File: src/rtl/noc_node_port.sv
// rtl/noc_node_port.sv - NoC endpoint: TX packet FIFO + flit serialiser, RX flit deserialiser
//
// Optional feature macro: NODE_STATS_EN (adds tx_pkts / rx_pkts / drops counters)
//
// Ports:
//   clock, reset_n              rising-edge clock, synchronous active-low reset
//   pkt_in, pkt_in_avail        packet write into the DEPTH-entry TX FIFO
//   cQ_full                     TX FIFO holds DEPTH entries (writes dropped)
//   free_outbound               router can take a packet
//   put_outbound, payload_outbound   outbound flit stream, MS flit first
//   put_inbound, payload_inbound     inbound flit stream, MS flit first
//   free_inbound                node is idle and can take a new inbound packet
//   pkt_out, pkt_out_avail      reassembled packet, one-cycle valid pulse
//   tx_pkts, rx_pkts, drops     saturating statistics (NODE_STATS_EN only)
module noc_node_port #(
    parameter int PKT_W  = 32,
    parameter int FLIT_W = 8,
    parameter int DEPTH  = 4
) (
    input  logic              clock,
    input  logic              reset_n,
    input  logic [PKT_W-1:0]  pkt_in,
    input  logic              pkt_in_avail,
    output logic              cQ_full,
    output logic [PKT_W-1:0]  pkt_out,
    output logic              pkt_out_avail,
    input  logic              free_outbound,
    output logic              put_outbound,
    output logic [FLIT_W-1:0] payload_outbound,
    output logic              free_inbound,
    input  logic              put_inbound,
    input  logic [FLIT_W-1:0] payload_inbound
`ifdef NODE_STATS_EN
    ,
    output logic [15:0]       tx_pkts,
    output logic [15:0]       rx_pkts,
    output logic [15:0]       drops
`endif
);

    localparam int NFLIT = PKT_W / FLIT_W;
    localparam int CW    = $clog2(NFLIT);
    localparam int PW    = $clog2(DEPTH);
    localparam int NW    = $clog2(DEPTH + 1);

    typedef enum logic {TX_IDLE, TX_SEND} tx_state_t;
    typedef enum logic [1:0] {RX_IDLE, RX_RECV, RX_DONE} rx_state_t;

    logic [PKT_W-1:0] mem_q [DEPTH];
    logic [PKT_W-1:0] mem_d [DEPTH];
    logic [PW-1:0]    wr_ptr_q, wr_ptr_d, rd_ptr_q, rd_ptr_d;
    logic [NW-1:0]    count_q, count_d;
    logic             full_q, full_d;
    logic             push, pop;

    tx_state_t        tx_state_q, tx_state_d;
    logic [PKT_W-1:0] tx_shift_q, tx_shift_d;
    logic [CW-1:0]    tx_cnt_q, tx_cnt_d;

    rx_state_t        rx_state_q, rx_state_d;
    logic [PKT_W-1:0] rx_buf_q, rx_buf_d;
    logic [CW-1:0]    rx_cnt_q, rx_cnt_d;
    logic [PKT_W-1:0] pkt_out_q, pkt_out_d;

    // FIFO + TX serialiser
    always_comb begin
        // Full is sampled from the register, so a push in the same cycle as a
        // pop on a full FIFO is dropped.
        push = pkt_in_avail && !full_q;
        // Only pop while idle; a packet written this edge is not yet in count_q.
        pop  = (tx_state_q == TX_IDLE) && (count_q != '0) && free_outbound;

        mem_d = mem_q;
        if (push) begin
            mem_d[wr_ptr_q] = pkt_in;
        end
        wr_ptr_d = push ? wr_ptr_q + PW'(1) : wr_ptr_q;
        rd_ptr_d = pop  ? rd_ptr_q + PW'(1) : rd_ptr_q;
        case ({push, pop})
            2'b10:   count_d = count_q + NW'(1);
            2'b01:   count_d = count_q - NW'(1);
            default: count_d = count_q;
        endcase
        full_d = (count_d == NW'(DEPTH));

        tx_state_d = tx_state_q;
        tx_shift_d = tx_shift_q;
        tx_cnt_d   = tx_cnt_q;
        case (tx_state_q)
            TX_IDLE: begin
                if (pop) begin
                    tx_shift_d = mem_q[rd_ptr_q];
                    tx_cnt_d   = '0;
                    tx_state_d = TX_SEND;
                end
            end
            TX_SEND: begin
                // free_outbound is deliberately ignored mid-packet.
                tx_shift_d = tx_shift_q << FLIT_W;
                tx_cnt_d   = tx_cnt_q + CW'(1);
                if (tx_cnt_q == CW'(NFLIT - 1)) begin
                    tx_state_d = TX_IDLE;
                end
            end
            default: tx_state_d = TX_IDLE;
        endcase
    end

    // RX deserialiser
    always_comb begin
        rx_state_d = rx_state_q;
        rx_buf_d   = rx_buf_q;
        rx_cnt_d   = rx_cnt_q;
        pkt_out_d  = pkt_out_q;
        case (rx_state_q)
            RX_IDLE: begin
                if (put_inbound) begin
                    rx_buf_d[PKT_W-1 -: FLIT_W] = payload_inbound;
                    rx_cnt_d   = CW'(1);
                    rx_state_d = RX_RECV;
                end
            end
            RX_RECV: begin
                if (put_inbound) begin
                    rx_buf_d[(NFLIT - 1 - int'(rx_cnt_q)) * FLIT_W +: FLIT_W] = payload_inbound;
                    rx_cnt_d = rx_cnt_q + CW'(1);
                    if (rx_cnt_q == CW'(NFLIT - 1)) begin
                        pkt_out_d  = rx_buf_d;
                        rx_state_d = RX_DONE;
                    end
                end
            end
            RX_DONE: begin
                // Any flit arriving here is a sender protocol error and is not captured.
                rx_cnt_d   = '0;
                rx_state_d = RX_IDLE;
            end
            default: rx_state_d = RX_IDLE;
        endcase
    end

    assign cQ_full          = full_q;
    assign put_outbound     = (tx_state_q == TX_SEND);
    assign payload_outbound = (tx_state_q == TX_SEND) ? tx_shift_q[PKT_W-1 -: FLIT_W] : '0;
    assign free_inbound     = (rx_state_q == RX_IDLE);
    assign pkt_out_avail    = (rx_state_q == RX_DONE);
    assign pkt_out          = pkt_out_q;

    always_ff @(posedge clock) begin
        if (!reset_n) begin
            for (int i = 0; i < DEPTH; i++) begin
                mem_q[i] <= '0;
            end
            wr_ptr_q   <= '0;
            rd_ptr_q   <= '0;
            count_q    <= '0;
            full_q     <= 1'b0;
            tx_state_q <= TX_IDLE;
            tx_shift_q <= '0;
            tx_cnt_q   <= '0;
            rx_state_q <= RX_IDLE;
            rx_buf_q   <= '0;
            rx_cnt_q   <= '0;
            pkt_out_q  <= '0;
        end else begin
            mem_q      <= mem_d;
            wr_ptr_q   <= wr_ptr_d;
            rd_ptr_q   <= rd_ptr_d;
            count_q    <= count_d;
            full_q     <= full_d;
            tx_state_q <= tx_state_d;
            tx_shift_q <= tx_shift_d;
            tx_cnt_q   <= tx_cnt_d;
            rx_state_q <= rx_state_d;
            rx_buf_q   <= rx_buf_d;
            rx_cnt_q   <= rx_cnt_d;
            pkt_out_q  <= pkt_out_d;
        end
    end

    rx_no_flit_in_done: assert property (@(posedge clock) disable iff (!reset_n)
        !(put_inbound && rx_state_q == RX_DONE));

`ifdef NODE_STATS_EN
    logic [15:0] tx_pkts_q, tx_pkts_d, rx_pkts_q, rx_pkts_d, drops_q, drops_d;

    always_comb begin
        tx_pkts_d = tx_pkts_q;
        rx_pkts_d = rx_pkts_q;
        drops_d   = drops_q;
        if (tx_state_q == TX_SEND && tx_cnt_q == CW'(NFLIT - 1) && tx_pkts_q != 16'hFFFF) begin
            tx_pkts_d = tx_pkts_q + 16'd1;
        end
        if (rx_state_q == RX_DONE && rx_pkts_q != 16'hFFFF) begin
            rx_pkts_d = rx_pkts_q + 16'd1;
        end
        if (pkt_in_avail && full_q && drops_q != 16'hFFFF) begin
            drops_d = drops_q + 16'd1;
        end
    end

    always_ff @(posedge clock) begin
        if (!reset_n) begin
            tx_pkts_q <= '0;
            rx_pkts_q <= '0;
            drops_q   <= '0;
        end else begin
            tx_pkts_q <= tx_pkts_d;
            rx_pkts_q <= rx_pkts_d;
            drops_q   <= drops_d;
        end
    end

    assign tx_pkts = tx_pkts_q;
    assign rx_pkts = rx_pkts_q;
    assign drops   = drops_q;
`endif

endmodule

File: config.mk
export PLATFORM = sky130hd
export DESIGN_NAME = noc_node_port
export DESIGN_NICKNAME = d
export VERILOG_FILES = /design/src/rtl/noc_node_port.sv
export SDC_FILE = /design/constraint.sdc
export NUM_CORES = 1
export LEC_CHECK = 0
export ABC_AREA = 1
export CORE_MARGIN = 4
export CORE_UTILIZATION = 58
export CTS_BUF_LIST = sky130_fd_sc_hd__clkbuf_4 sky130_fd_sc_hd__clkbuf_8 sky130_fd_sc_hd__clkbuf_16
export CTS_CLUSTER_SIZE = 12
export DETAILED_ROUTE_END_ITERATION = 8
export GPL_TIMING_DRIVEN = 0
export HOLD_SLACK_MARGIN = 0.1
export PLACE_DENSITY = 0.8
export SYNTH_ARGS = -nofsm -noshare
export SYNTH_HDL_FRONTEND = slang
export SYNTH_SLANG_ARGS = --single-unit
File: constraint.sdc
create_clock -name clock -period 2.8 [get_ports clock]
set_input_delay 0.28 -clock clock [delete_from_list [all_inputs] [get_ports clock]]
set_output_delay 0.28 -clock clock [all_outputs]
set_load 0.03 [all_outputs]
# Word-level counts from Yosys, hierarchy flattened
# Index checks and enable logic that the tools add are counted.
# word_totals
out_inout_bits,44
elab_cells,82
ff_bits,239
# classes
n_lt_le_gt_ge,3
shifts,2
mux,25
add_sub_neg,8
eq_ne,11
reduce_logical,14
bitwise,3
# ops
cell,count
$mux W32,5
$bwmux W128,1
$bmux W32 S2,1
$demux W32 S2,1
$pmux W32 S2,1
$neg A6 Y33,1
$shift A8 B33 Y32 const A,1
$shiftx A8 B33 Y32,1
$bwmux W32,1
$mux W8,2
$pmux W8 S2,1
$reduce_and A3 Y1,4
$mux W2,5
$add A2 B1 Y2 const B,4
$eq A2 B2 Y1 const B,4
$pmux W2 S2,2
$ge A3 B3 Y1 const B,2
$ne A2 B2 Y1 const B,3
$not A2 Y3,2
$pmux W2 S3,1
$pmux W3 S2,1
$reduce_bool A3 Y1,2
$eq A2 B1 Y1 const B,2
$logic_and A1 B1 Y1,4
13 further kinds,14

# Depth between registers and ports, before layout
# depth
ltp_word,6
mapped_depth,13
ltp_nobuf,12

# Worst setup path after synthesis
# OpenSTA, ideal clock, no wires.
# synth_timing
kind,register to register
from,"reg tx_state_q, in the netlist put_outbound"
to,"reg full_q, in the netlist cQ_full"
synth_period_minus_slack_ns,2.246
n_path_buf,2
arrival_time_ns,2.134
path_stages_with_launch,14
setup_time_ns,0.112
path_slack_ns,0.554
path_cell_list,dfxtp_1 buf_2 nor2_1 nand2_1 inv_1 buf_2 ha_1 inv_1 fa_1 or2_2 nand3_1 nand2_1 nand3_1 nor2_1
# synth_via
elab_chain_cells,6
elab_cells_between_ends,7
# synth_lines
element,line,rtl
"start, declared",56,"tx_state_t tx_state_q, tx_state_d;"
"start signal, assigned",171,tx_state_q <= tx_state_d;
$not A1 Y1 *,n/a,
$logic_and A1 B1 Y1 * (2 in a row),71,pop = (tx_state_q == TX_IDLE) && (count_q != '0) && free_outbound;
net pop,54,"logic push, pop;"
$eq A2 B1 Y1 / $eq A2 B2 Y1 (equally long branches),79,"case ({push, pop})"
$pmux W3 S2 *,79,
$eq A3 B3 Y1 *,84,full_d = (count_d == NW'(DEPTH));
"end signal, assigned",170,full_q <= full_d;
"end, declared",53,"logic full_q, full_d;"
# Mark *: on every way through the listed nets, which the timed path passes. The rest lies on a longest branch.
# A chain may end at the register's enable or synchronous reset.

# Worst setup path after layout
# layout_timing
from,reg rx_state_q[0]
to,out pkt_out_avail
# layout_via
elab_chain_cells,1
# layout_lines
element,line,rtl
"start, declared",60,"rx_state_t rx_state_q, rx_state_d;"
"start signal, assigned",174,rx_state_q <= rx_state_d;
$eq A2 B2 Y1,146,assign pkt_out_avail = (rx_state_q == RX_DONE);
"end, declared",26,"output logic pkt_out_avail,"
# Every way passes these cells.

==> summary.txt <==
Place
  – Final RePlAce weighted congestion: between 0.9 and 1
  – Worst Setup Slack post-DPL: around 95 ps
  – # port buffers: 88
  – Placement Cell Area: ~12000 sq um
  – Detailed Place HPWL: 22200 um

Synth
  – Post-Syn Area per Cell: about 7 sq um
  – Yosys warns: 0
  – Number of nets produced by synthesis: about 1600
  – Portion of the post-synthesis area used by sequential elements: 0.451
  – Synth Cell Area: roughly 11000 sq um
  – Synth Register Bits: approximately 240
  – Count of cell types in the netlist: 30
  – Syn Inst Count: 1523

GRT
  – Largest net degree at the start of global routing: 13
  – Global-route wire length before repair: between 40000 and 50000 um
  – M3 GR Usage: 0.0469
  – Vias in the first global route: ~9900
  – Global route hottest layer: met2
  – Initial antenna violation count: 0
  – Overall fraction of global-route tracks in use: 0.299
  – Global-route track usage on met2: 0.479
  – Overall overflow remaining after global route: 0
  – Met1 Track Usage GR: 0.421

Clocking
  – CTS Sinks: roughly 240
  – Post-cts resize count: 0
  – Clock tree from TritonCTS: done
  – Source-to-sink clock delay at the later pin of the worst-skew pair: about 510 ps
  – Total number of H-tree levels: 1
  – Buffers from clock root to sink, at most: 3
  – Num CTS Buffers: 25
  – Master cell of the clock root buffer: sky130_fd_sc_hd__clkbuf_16
  – Register clock-pin slew on the reported worst setup and hold paths: approximately 60 ps

Setup path
  – Slowest cell delay on critical path: 660 ps
  – Crit Path Category: reg -> out
  – Crit start category: flip-flop
  – Flop-to-flop setup slack: between 300 and 400 ps
  – Gate family responsible for the most delay along the worst path: buffers and inverters
  – Cell at the slowest stage of the critical path: sky130_fd_sc_hd__clkdlybuf4s50_1
  – CP required: around 2500 ps
  – Cells along the critical path: inv_1 -> clkbuf_1 -> nand2_1 -> inv_1 -> clkdlybuf4s50_1
  – Nature of the critical path endpoint: primary output
  – Number of buffer and inverter stages on the critical path: 4
  – Critical Path AT: roughly 2300 ps
  – Most used cell, CP: sky130_fd_sc_hd__inv_1
  – Highest net fanout along the worst path: 10

Layout
  – Final Net Count: between 1500 and 2000
  – Fraction of layout instances using a drive strength above 1: 0.0497
  – Final Instance Area: roughly 13000 sq um
  – FILL cells: approximately 1500
  – Post-route core utilization: 0.700
  – Diode count: 0
  – Layout overhead on the synthesized area: 18.4%

STA
  – Tcrit/Tclk final: 0.910
  – Post-layout worst setup margin: around 250 ps
  – Final period demand of the worst path: around 2500 ps
  – Achievable Freq: between 300 and 400 MHz
  – Clock Skews: slightly below 10 ps
  – Transition time at the pin with the least slew margin: about 630 ps
  – Aggregate negative setup slack: 0 ps
  – Max-slew violation total from the final report: 0
  – Worst relative slew slack: 0.580
  – Final hold violation count: 0
  – Unrepaired setup endpoints after global routing: false
  – Number of setup violations in the final report: 0

Detailed routing
  – 1st-iter DRT viols: 1058
  – 1st-pass router iterations: 6
  – Final wirelength: 31100 um
  – ANT nets after route: 0
  – Number of vias per cell: between 5 and 6
  – Detailed-route wire length per cell: between 15 and 20 um
  – DRC: 0
  – Vias post-DR: 10679

Pwr
  – Worst ir drop on vdd: approximately 0.00064 V
  – Leakage power of the design: 0.00530 uW
  – PwrDens: 760 nW/um^2

Outcome
  – Run status: finished, final reports clean

Floorplan
  – Overall die width: roughly 140 um
  – Site Rows: 49
  – Initial core utilization: 0.591
  – Die Y-Extent: about 140 um
  – Number of placed I/O pins: around 90
  – Die area: just over 20000 sq um
  – Area of the core: roughly 18000 sq um

Min path
  – Worst min path class: in -> reg

Job
  – Maximum capacitance violations: 0
kinds of logic (layout without fill, tap and decap cells):
kind of cell,after synthesis,after routing,synth area share
simple gates,508,508,0.197
compound gates,437,437,0.216
buf+inv,326,454,0.121
fa+ha+maj,12,12,0.0148
flops,239,239,0.451
xor+xnor,1,1,0.000825
worst register-to-register path, delay by kind of cell (launching register included):
family,cells,cell delay (ps)
fa+ha+maj,2,550
buf+inv,5,640
flops,1,310
simple gates,6,870
synth_stat cells:
cell	n	area (sq um)
sky130_fd_sc_hd__xor2_1	1	8.76
sky130_fd_sc_hd__dfxtp_1	239	4780
sky130_fd_sc_hd__nor2_8	1	20.0
sky130_fd_sc_hd__nand3_1	113	566
sky130_fd_sc_hd__and3_1	1	6.26
sky130_fd_sc_hd__nor2_2	1	6.26
sky130_fd_sc_hd__o211ai_1	16	120
sky130_fd_sc_hd__buf_2	28	140
sky130_fd_sc_hd__o22ai_1	32	200
sky130_fd_sc_hd__nand4_1	1	6.26
sky130_fd_sc_hd__nor2_1	106	398
sky130_fd_sc_hd__nand3b_1	1	7.51
sky130_fd_sc_hd__nand2_2	1	6.26
sky130_fd_sc_hd__inv_2	3	11.3
sky130_fd_sc_hd__fa_1	1	20.0
sky130_fd_sc_hd__inv_1	209	785
sky130_fd_sc_hd__a21oi_1	209	1050
sky130_fd_sc_hd__buf_6	4	45.0
sky130_fd_sc_hd__o21ai_0	154	771
sky130_fd_sc_hd__clkbuf_1	63	236
sky130_fd_sc_hd__a211oi_1	1	7.51
sky130_fd_sc_hd__a31oi_1	16	100
sky130_fd_sc_hd__ha_1	11	138
sky130_fd_sc_hd__nand2_1	281	1050
sky130_fd_sc_hd__buf_1	15	56.3
sky130_fd_sc_hd__clkinv_1	3	11.3
sky130_fd_sc_hd__o21ai_1	9	45.0
sky130_fd_sc_hd__nand3_2	1	10.0
sky130_fd_sc_hd__or2_2	1	6.26
sky130_fd_sc_hd__clkbuf_2	1	5.00
layout by cell type (no fill, tap or decap), drive strengths merged:
master           n
o22ai           32
a31oi           16
dfxtp          239
clkbuf         104
a21oi          209
inv            212
buf             46
o21ai          163
nand3b           1
nand2          282
and3             1
clkdlybuf4s50   88
ha              11
or2              1
nor2           108
xor2             1
nand3          114
a211oi           1
nand4            1
o211ai          16
fa               1
clkinv           4
registers in the layout, indices dropped and copies added (netlist names):
name,cells
rx_buf_q,32
put_outbound,1
wr_ptr_q,2
tx_cnt_q,2
rd_ptr_q,2
rx_state_q,2
rx_cnt_q,2
mem_q,128
cQ_full,1
pkt_out,32
tx_shift_q,32
count_q,3
power by group:
group | leakage [uW] | switching [uW] | internal [uW]
logic | 0.00295 | 1710 | 774
registers | 0.00195 | 152 | 3750
clock network | 0.000399 | 1280 | 1890
total | 0.00530 | 3140 | 6420
layer usage:
| layer | routed length, um | up-vias |
|---|---|---|
| met5 | 0 | - |
| met4 | 877 | 0 |
| met3 | 2880 | 68 |
| met2 | 14000 | 516 |
| met1 | 13300 | 4936 |
| li1 | - | 5159 |
repair_timing:
item,in CTS,in global routing
setup buffers,0,0
endpoints found under the setup margin,0,1
hold buffers,0,0
per-stage QoR:
stage / power, uW / std cells / hold slack (ps)
after global routing: 10000 / 1880 / 420
after global placement: 6320 / 1840 / 438
after floorplan: 5630 / 1523 / 429
after CTS: 9520 / 1881 / 415
final: 9550 / 1880 / 424
after detailed placement: 6370 / 1840 / 442
path summary, 6_finish.rpt:
path,endpoint,cells past startpoint,from
max reg2reg,count_q[2],13,put_outbound
min reg2reg,mem_q[19],2,mem_q[19]
max,pkt_out_avail,5,rx_state_q[0]
min,rx_state_q[0],3,put_inbound
cell type report:
| type | count | area, sq um | area share |
|---|---|---|---|
| multi-input combinational | 958 | 4540 | 0.361 |
| inverter | 215 | 807 | 0.0642 |
| clock buffer | 40 | 782 | 0.0622 |
| tap | 229 | 287 | 0.0228 |
| clock inverter | 1 | 5.00 | 0.000398 |
| timing repair buffer | 88 | 881 | 0.0701 |
| sequential | 239 | 4780 | 0.381 |
| buffer | 110 | 479 | 0.0381 |
(Power assumes the default switching activity.)
